$ cat config.mk
export PLATFORM = sky130hd
export DESIGN_NAME = vga_config_regs_flat
export DESIGN_NICKNAME = d
export VERILOG_FILES = /design/src/rtl/vga_config_regs_pkg.sv /design/src/rtl/vga_config_regs_if.sv /design/src/rtl/vga_config_regs_seq.sv /design/src/rtl/vga_config_regs.sv /design/src/flat_wrapper.sv
export SDC_FILE = /design/constraint.sdc
export NUM_CORES = 1
export LEC_CHECK = 0
export CAP_MARGIN = 20
export CORE_MARGIN = 1.5
export CORE_UTILIZATION = 53
export CTS_CLUSTER_SIZE = 14
export DETAILED_ROUTE_END_ITERATION = 8
export MAX_ROUTING_LAYER = met4
export PLACE_DENSITY = 0.83
export SYNTH_ARGS = -nofsm -noshare
export SYNTH_HDL_FRONTEND = slang
export SYNTH_SLANG_ARGS = --single-unit
$ cat constraint.sdc
create_clock -name clk -period 2.15 [get_ports clk]
set_input_delay 0.43 -clock clk [delete_from_list [all_inputs] [get_ports clk]]
set_output_delay 0.43 -clock clk [all_outputs]
set_load 0.03 [all_outputs]
$ cat src/rtl/vga_config_regs_pkg.sv
// Shared definitions for the VGA configuration register file: register map,
// command opcode fields, reset constants, sequencer states and STATUS layout.
package vga_cfg_pkg;

   localparam logic [1:0] REG_CONFIG  = 2'd0;
   localparam logic [1:0] REG_SCRATCH = 2'd1;
   localparam logic [1:0] REG_STATUS  = 2'd2;
   localparam logic [1:0] REG_ID      = 2'd3;

   localparam logic [7:0] OP_W   = 8'h80;
   localparam logic [7:0] OP_C   = 8'h40;
   localparam logic [7:0] OP_IDX = 8'h03;

   localparam logic [31:0] CONFIG_RESET = 32'h80FC_0000;
   localparam logic [31:0] ID_VALUE     = 32'h5647_4131;

   typedef enum logic [1:0] {
      ST_IDLE  = 2'd0,
      ST_WDATA = 2'd1,
      ST_RDATA = 2'd2,
      ST_DRAIN = 2'd3
   } seq_state_t;

   localparam int STAT_PENDING   = 0;
   localparam int STAT_BUSY      = 1;
   localparam int STAT_ERR_LSB   = 8;
   localparam int STAT_FRAME_LSB = 16;

   function automatic logic [31:0] pack_status(input logic [15:0] frames,
                                               input logic [7:0]  errs,
                                               input logic        busy,
                                               input logic        pending);
      logic [31:0] s;
      s                                 = '0;
      s[STAT_FRAME_LSB +: 16]           = frames;
      s[STAT_ERR_LSB +: 8]              = errs;
      s[STAT_BUSY]                      = busy;
      s[STAT_PENDING]                   = pending;
      return s;
   endfunction

endpackage

$ cat src/rtl/vga_config_regs_if.sv
// Byte-level link to the SPI peripheral: chip select, received bytes, and the
// byte to shift out on MISO.
interface vga_config_regs_if;
   logic       ss;
   logic       rx_valid;
   logic [7:0] rx_byte;
   logic [7:0] tx_byte;

   modport master (output ss, output rx_valid, output rx_byte, input tx_byte);
   modport slave  (input ss, input rx_valid, input rx_byte, output tx_byte);
endinterface

$ cat src/rtl/vga_config_regs_seq.sv
// Command sequencer: decodes command bytes, assembles write data MSB first and
// paces readback; emits one-cycle strobes that the register file acts on.
module cfg_cmd_sequencer
   import vga_cfg_pkg::*;
(
   input  logic        clk,
   input  logic        rst_n,
   input  logic        ss,
   input  logic        rx_valid,
   input  logic [7:0]  rx_byte,
   output logic        busy,
   output logic        wr_en,
   output logic [1:0]  wr_idx,
   output logic [31:0] wr_data,
   output logic [1:0]  rd_idx,
   output logic        rd_load,
   output logic        rd_shift,
   output logic        tx_clear,
   output logic        commit_req,
   output logic        err_inc
);

   seq_state_t  state, state_next;
   logic [1:0]  cnt, cnt_next;
   logic [23:0] asm_q, asm_next;
   logic [1:0]  idx_q, idx_next;
   logic        is_write, is_read, is_commit;

   assign is_write  = ((rx_byte & ~OP_IDX) == OP_W) && !rx_byte[1];
   assign is_read   = ((rx_byte & ~OP_IDX) == 8'h00);
   assign is_commit = (rx_byte == OP_C);

   always_ff @(posedge clk) begin
      if (!rst_n) begin
         state <= ST_IDLE;
         cnt   <= '0;
         asm_q <= '0;
         idx_q <= '0;
      end else begin
         state <= state_next;
         cnt   <= cnt_next;
         asm_q <= asm_next;
         idx_q <= idx_next;
      end
   end

   always_comb begin
      state_next = state;
      cnt_next   = cnt;
      asm_next   = asm_q;
      idx_next   = idx_q;
      wr_en      = 1'b0;
      wr_idx     = idx_q;
      wr_data    = {asm_q, rx_byte};
      rd_idx     = rx_byte[1:0];
      rd_load    = 1'b0;
      rd_shift   = 1'b0;
      tx_clear   = 1'b0;
      commit_req = 1'b0;
      err_inc    = 1'b0;
      busy       = (state != ST_IDLE);

      // Chip select high aborts whatever is in flight, even a coincident byte
      if (ss) begin
         state_next = ST_IDLE;
         cnt_next   = '0;
         asm_next   = '0;
         tx_clear   = 1'b1;
      end else if (rx_valid) begin
         case (state)
            ST_IDLE: begin
               cnt_next = '0;
               if (is_write) begin
                  idx_next   = rx_byte[1:0];
                  state_next = ST_WDATA;
               end else if (is_read) begin
                  rd_load    = 1'b1;
                  state_next = ST_RDATA;
               end else if (is_commit) begin
                  commit_req = 1'b1;
                  state_next = ST_DRAIN;
               end else begin
                  err_inc    = 1'b1;
                  state_next = ST_DRAIN;
               end
            end
            ST_WDATA: begin
               if (cnt == 2'd3) begin
                  wr_en      = 1'b1;
                  cnt_next   = '0;
                  state_next = ST_DRAIN;
               end else begin
                  asm_next = {asm_q[15:0], rx_byte};
                  cnt_next = cnt + 2'd1;
               end
            end
            ST_RDATA: begin
               if (cnt == 2'd3) begin
                  tx_clear   = 1'b1;
                  cnt_next   = '0;
                  state_next = ST_DRAIN;
               end else begin
                  rd_shift = 1'b1;
                  cnt_next = cnt + 2'd1;
               end
            end
            default: ;
         endcase
      end
   end

endmodule

$ cat src/rtl/vga_config_regs.sv
// Register file between the SPI byte receiver and the pixel path; CONFIG is
// double-buffered and the active copy only changes at frame start or on commit.
module vga_config_regs
   import vga_cfg_pkg::*;
(
   input  logic                     clk,
   input  logic                     rst_n,
   vga_config_regs_if.slave         spi,
   input  logic                     frame_start,
   output logic [31:0]              config_data,
   output logic                     cfg_pending
);

   logic        busy, wr_en, rd_load, rd_shift, tx_clear, commit_req, err_inc;
   logic [1:0]  wr_idx, rd_idx;
   logic [31:0] wr_data, rd_val;
   logic [31:0] active_q, shadow_q, scratch_q;
   logic [15:0] frame_count;
   logic [7:0]  err_count, tx_q;
   logic [23:0] rd_buf;
   logic        pending_q, commit;

   cfg_cmd_sequencer u_seq (
      .clk        (clk),
      .rst_n      (rst_n),
      .ss         (spi.ss),
      .rx_valid   (spi.rx_valid),
      .rx_byte    (spi.rx_byte),
      .busy       (busy),
      .wr_en      (wr_en),
      .wr_idx     (wr_idx),
      .wr_data    (wr_data),
      .rd_idx     (rd_idx),
      .rd_load    (rd_load),
      .rd_shift   (rd_shift),
      .tx_clear   (tx_clear),
      .commit_req (commit_req),
      .err_inc    (err_inc)
   );

   always_comb begin
      rd_val = '0;
      case (rd_idx)
         REG_CONFIG:  rd_val = shadow_q;
         REG_SCRATCH: rd_val = scratch_q;
         REG_STATUS:  rd_val = pack_status(frame_count, err_count, busy, pending_q);
         REG_ID:      rd_val = ID_VALUE;
         default:     rd_val = '0;
      endcase
   end

   assign commit = commit_req || (frame_start && pending_q);

   always_ff @(posedge clk) begin
      if (!rst_n) begin
         active_q    <= CONFIG_RESET;
         shadow_q    <= CONFIG_RESET;
         scratch_q   <= '0;
         pending_q   <= 1'b0;
         frame_count <= '0;
         err_count   <= '0;
         tx_q        <= '0;
         rd_buf      <= '0;
      end else begin
         // A CONFIG write landing with a commit still leaves the new value pending
         if (commit) begin
            active_q  <= shadow_q;
            pending_q <= 1'b0;
         end
         if (wr_en && wr_idx == REG_CONFIG) begin
            shadow_q  <= wr_data;
            pending_q <= 1'b1;
         end
         if (wr_en && wr_idx == REG_SCRATCH)
            scratch_q <= wr_data;
         if (frame_start)
            frame_count <= frame_count + 16'd1;
         if (err_inc && err_count != 8'hFF)
            err_count <= err_count + 8'd1;
         if (tx_clear) begin
            tx_q <= '0;
         end else if (rd_load) begin
            tx_q   <= rd_val[31:24];
            rd_buf <= rd_val[23:0];
         end else if (rd_shift) begin
            tx_q   <= rd_buf[23:16];
            rd_buf <= {rd_buf[15:0], 8'h00};
         end
      end
   end

   assign config_data = active_q;
   assign cfg_pending = pending_q;
   assign spi.tx_byte = tx_q;

endmodule

$ cat src/flat_wrapper.sv
// flat-port wrapper written by rule: the top's interface ports become plain ports
module vga_config_regs_flat import vga_cfg_pkg::*;
  (clk, rst_n, frame_start, config_data, cfg_pending, spi_ss, spi_rx_valid, spi_rx_byte, spi_tx_byte);
  vga_config_regs_if spi_i ();
  input  logic clk;
  input  logic rst_n;
  input  logic frame_start;
  output logic [31:0] config_data;
  output logic cfg_pending;
  input wire logic [$bits(spi_i.ss)-1:0] spi_ss;
  input wire logic [$bits(spi_i.rx_valid)-1:0] spi_rx_valid;
  input wire logic [$bits(spi_i.rx_byte)-1:0] spi_rx_byte;
  output wire logic [$bits(spi_i.tx_byte)-1:0] spi_tx_byte;
  assign spi_i.ss = spi_ss;
  assign spi_i.rx_valid = spi_rx_valid;
  assign spi_i.rx_byte = spi_rx_byte;
  assign spi_tx_byte = spi_i.tx_byte;
  vga_config_regs u_core (.clk(clk), .rst_n(rst_n), .spi(spi_i), .frame_start(frame_start), .config_data(config_data), .cfg_pending(cfg_pending));
endmodule
## After elaboration in Yosys (flattened, before gate mapping)

Index checks and enable logic that the tools add are counted.
W data, S select, Z words.

| operators by class | value |
|---|---|
| add/sub/neg operators | 3 |
| eq/ne operators | 11 |
| mux-type cells | 41 |
| bitwise gates (word level) | 4 |
| reductions and logical operators | 23 |

Operator list:

| operator | number |
|---|---|
| $pmux W32 S4 | 1 |
| $mux W24 | 2 |
| $mux W1 | 31 |
| $add A16 B1 Y16 const B | 1 |
| $mux W8 | 2 |
| $add A8 B1 Y8 const B | 1 |
| $eq A2 B2 Y1 const B | 4 |
| $eq A8 B7 Y1 const B | 1 |
| $logic_not A8 Y1 | 1 |
| $ne A8 B8 Y1 const B | 1 |
| $pmux W2 S2 | 2 |
| $reduce_bool A2 Y1 | 4 |
| $eq A2 B1 Y1 const B | 3 |
| $eq A6 B6 Y1 const B | 1 |
| $logic_not A2 Y1 | 3 |
| $mux W2 | 3 |
| $reduce_and A3 Y1 | 2 |
| $reduce_or A2 Y1 | 3 |
| $logic_and A1 B1 Y1 | 5 |
| $not A1 Y1 | 4 |
| $reduce_and A2 Y1 | 2 |
| $reduce_and A4 Y1 | 1 |
| $add A2 B1 Y2 const B | 1 |
| $ne A2 B1 Y1 const B | 1 |
| 2 further kinds | 2 |

| word-level totals | value |
|---|---|
| register bits after elaboration | 183 |
| input port bits | 13 |
| output and inout bits | 41 |
| word-level logic and storage cells | 94 |

## Depth between registers and ports, before layout

Gate-level depths: netlist of run 1.

| depth | value |
|---|---|
| depth in word-level cells | 10 |
| gate-level depth with buffers | 9 |
| depth with buffers taken out | 7 |

## Hierarchy

Synthesis of run 1 repeated with hierarchy kept, for this count alone.

| second synthesis, totals | value |
|---|---|
| cell total of the unflattened synthesis | 936 |
| area, all modules | 7627.3 sq um |

Modules (own cells, without submodules):

| module | times used | cells each | area an instance (sq um) | seq. area each (sq um) |
|---|---|---|---|---|
| vga_config_regs | 1 | 769 | 6271.0 | 3062.9 |
| cfg_cmd_sequencer | 1 | 167 | 1356.3 | 600.6 |

## Worst setup path after synthesis of run 1

Ideal clock, no wire load.

| timing path | value |
|---|---|
| kind | input port to flip-flop |
| start | input spi_rx_byte[2] |
| end | register u_core.rd_buf[4] |
| setup time | 70 ps |
| data arrival time | 2251 ps |
| required time | 2080 ps |
| setup slack | -171 ps |
| stages | 7 |
| buffers on the path | 2 |
| cells stage by stage | or4_1 -> buf_2 -> or4_4 -> buf_6 -> a311oi_4 -> o211ai_1 -> a21boi_1 |

| between the ends | value |
|---|---|
| cells in the longest elaborated chain, start to end | 8 |
| elaborated cells on any way between the ends | 11 |
| those cells by class | eq/ne: 1; mux: 6; reduce/logical: 4 |

RTL lines:

| element | line | RTL |
|---|---|---|
| start, declared | flat_wrapper.sv:12 | `input wire logic [$bits(spi_i.rx_byte)-1:0] spi_rx_byte;` |
| $logic_not A8 Y1 or $eq A6 B6 Y1 (tied branches) | vga_config_regs_seq.sv:30, vga_config_regs_seq.sv:29 |  |
| $mux W1 or $logic_and A1 B1 Y1 (tied branches) | vga_config_regs_seq.sv:76, vga_config_regs_seq.sv:29 |  |
| $mux W1 * | vga_config_regs_seq.sv:73 | `if (is_write) begin` |
| $mux W1 * | vga_config_regs_seq.sv:70 | `case (state)` |
| $mux W1 * | vga_config_regs_seq.sv:69 | `end else if (rx_valid) begin` |
| $mux W1 * | vga_config_regs_seq.sv:64 | `if (ss) begin` |
| $reduce_bool A2 Y1 (no line) | n/a |  |
| $reduce_and A2 Y1 (no line) | n/a |  |
| end signal, assigned | vga_config_regs.sv:84 | `rd_buf <= rd_val[23:0];` |
| end signal, assigned | vga_config_regs.sv:87 | `rd_buf <= {rd_buf[15:0], 8'h00};` |
| end, declared | vga_config_regs.sv:20 | `logic [23:0] rd_buf;` |

Every way passes the cells marked *; elsewhere a longest branch is shown, timed or not.
A chain may end at the register's enable or synchronous reset.

## Worst setup path in the final report of run 1

| timing path | value |
|---|---|
| start | input spi_rx_byte[6] |
| end | register u_core.rd_buf[22] |

Same word-level chain as after synthesis.

==> metrics.yaml, run 1 <==
run_status:
  status: "finished clean"
clocking:
  clk_pin_slew_ps: 70
  cts_made_buffers: 17
  hold_buffers: 0
  insertion_delay_ps: 440
  clock-root-buffer: "clkbuf_16"
  cts_tree: "yes"
  clockBufferDepth: 2
  htreeDepth: 4
  cts_num_sinks: 183
logic_synthesis:
  yosys-top-cells-count: "278 x nand2_1, 183 x dfxtp_1, 88 x a21boi_0, 60 x clkbuf_1, 37 x o21ai_0"
  netlist_instances: 927
  yosysMostFrequentCell: "nand2_1"
  syn_nets: 947
  syn_area_um2: 7760
  avgSynthCellArea_um2: 8.38
  yosys_register_bits: 183
  ys_types: 51
  synth.yosys.seq_area_share_pct: 47.2
  ys_top_cells_by_area: "dfxtp_1 47%, nand2_1 13%, a21boi_0 8.5%, clkbuf_1 2.9%, mux2i_1 2.7%"
  synth_async_sr_flop_share_pct: 0
  synth-edff-count: 0
  yosysTopAreaCellShare_pct: 47.2
  yosysWarnings: 0
  synthFlopType: "dfxtp_1"
  yosysTopAreaCell: "dfxtp_1"
placed_design:
  pre_cts_slack_ps: -429
  dp_hpwl_um: 14300
  gp_congestion: 0.899
  port_buffers: 53
  dp_cells: 1167
critical_path:
  cp-start-kind: "input port"
  crit_family: "buffers and inverters"
  rr_worst_depth: 7
  r2r_slack_ps: 120
  path_max_fanout: 12
  crit_buf_inv: 2
  required_ps: 2510
  reg2reg_to: "u_core.rd_buf[22]"
  critical_path_class: "in2reg"
  worst_r2r_startpoint: "u_core.u_seq.state[0]"
  path_cells: "clkdlybuf4s50_1, nor2_1, nand4b_1, a21oi_1, buf_4, o21ai_0, a31oi_1"
  worst_path_max_delay_cell: "clkdlybuf4s50_1"
  endpoint_kind: "flop"
  critPathArrivalTime_ps: 2420
  max_stage_delay_ps: 550
grt:
  overflow: 0
  grt.total_usage_pct: 29.2
  grt_pass1_vias: 6507
  antenna_found_initial: 0
  grt_max_degree: 49
  grt_pass1_wl_um: 33000
finish:
  drive_above_1_share_pct: 12.9
  fin_cells: 1200
  finalNetCount: 1024
  syn_to_final_growth_pct: 22.4
  num_antenna_cells: 0
drt:
  m1WireLength_um: 8880
  first_iter_violations: 774
  routed_via_density: 5.86
  post_drt_wl_per_cell_um: 17.6
  drt.antenna.violating_nets: 0
  finalWirelength_um: 21100
  drt_first_pass_iters: 5
  route.met2.wl_um: 9890
  drc_errors: 0
  vias: 7026
  route.met3.wl_um: 1620
  top_layer: "met4"
sta:
  worst_slew_pin_slew_ps: 484
  setup_viol: 0
  hold_violations: 0
  fin_ws_ps: 95.5
  layout_min_cycle_time_ps: 2050
  timing.slew.headroom_pct: 67.7
  period_share_pct: 95.6
  skew_ps: 7.58
  rsz0062_at_grt: "no"
  max_freq_mhz: 487
  slew_viol_final: 0
floorplan:
  fp-row-count: 44
  die_w_um: 124
  die_h_um: 124
  start_util_pct: 53.8
  coreArea_um2: 14400
  ioPinCount: 54
  dieArea_um2: 15400
flow_run:
  cap_viol_max_count: 0
min_path:
  min_path_type: "in2reg"
  min-delay-start: "rst_n"
  whs_path_depth: 3
  hold-path-endpoint: "u_core.rd_buf[8]"
power:
  vdd_drop_max_v: 0.000558
  p_per_area_nw_per_um2: 710
  p_leak_nw: 3.34
[flip-flops by register name, summed over array words and instances, names as in the netlist]
register and count:
u_core.u_seq.cnt 2, u_core.frame_count 16, u_core.rd_buf 24, u_core.scratch_q 32
u_core.spi.tx_byte 8, u_core.u_seq.asm_q 24, u_core.err_count 8, u_core.u_seq.wr_idx 2
u_core.u_seq.state 2, u_core.cfg_pending 1, u_core.config_data 32, u_core.shadow_q 32
[timing repair]
item	4_1_cts	5_1_grt
setup endpoints to repair	0	49
endpoints found under the hold margin	0	0
gates resized for setup	0	7
buffers inserted	0	2
[worst min-delay path, stage by stage]
cell     delay, ps
buf_4          200
o21ai_0        100
a31oi_1         40
[report_power, final]
part	internal [W]	total, W	switching [W]
Clock	0.00164	0.00297	0.00132
Combinational	0.000156	0.000363	0.000208
Sequential	0.00340	0.00342	0.0000167
[cell type report]
type                       count  area, um^2
tap                          184         230
clock buffer                  19         453
timing repair buffer         126        1170
clock inverter                12         103
fill                        1150        4920
multi-input combinational    670        3860
inverter                       6        22.5
sequential                   183        3660
[worst max-delay path by stage]
stage               cells past startpoint           start  slack [ps]                  end
finish                                  7  spi_rx_byte[6]         100    u_core.rd_buf[22]
global route                            8  spi_rx_byte[6]          20  u_core.err_count[0]
CTS                                     8  spi_rx_byte[2]          10    u_core.rd_buf[22]
detailed placement                      6  spi_rx_byte[2]        -430     u_core.rd_buf[4]
global placement                        6  spi_rx_byte[2]        -390     u_core.rd_buf[0]
floorplan                               7  spi_rx_byte[2]         -60     u_core.rd_buf[0]
[stage by stage]
stage	utilization [%]	TNS [ps]	cell area [um^2]	hold slack [ps]	total power (W)
2_1_floorplan	-	-398	7780	424	0.00369
3_3_place_gp	61.7	-25380	8900	446	0.00384
3_5_place_dp	61.7	-28900	8900	455	0.00384
4_1_cts	65.6	0	9460	366	0.00675
5_1_grt	65.9	0	9500	387	0.00694
6_report	65.9	0	9500	379	0.00675
[layout by cell type, fill, tap and decap left out, types with 11 or more instances in the layout]
cell type / netlist / routed
nand2_1: 278 / 278
nor2_1: 17 / 17
dfxtp_1: 183 / 183
and2_1: 14 / 14
a211oi_1: 16 / 16
a21boi_0: 88 / 88
nor2b_1: 11 / 11
mux2i_1: 21 / 21
clkdlybuf4s50_1: 0 / 48
nand3_1: 32 / 32
mux2_2: 15 / 15
clkbuf_16: 0 / 17
o21ai_0: 37 / 37
o211ai_1: 13 / 13
a21oi_1: 29 / 29
buf_4: 0 / 67
xnor2_1: 11 / 11
[cells by family after synthesis]
kind of cell | count (synthesis) | share of synthesized area [%]
simple gates | 392 | 21.8
compound gates | 221 | 19.7
flops | 183 | 47.2
buf+inv | 74 | 3.69
mux | 36 | 4.88
xor+xnor | 14 | 1.58
fa+ha+maj | 7 | 1.13
[metal layers]
metal | vias up | track usage [%]
li1 | 3324 | -
met1 | 3361 | 36.5
met2 | 277 | 44.7
met3 | 64 | 7.23
met4 | 0 | 13.2
met5 | - | -
Power figures use the tool's default switching activity.
==> run 2: changes to the inputs <==
Settings changed: CAP_MARGIN 20 to not set.
==> results of run 2 <==
Final layout, timing and power as in run 1 (identical DEF).
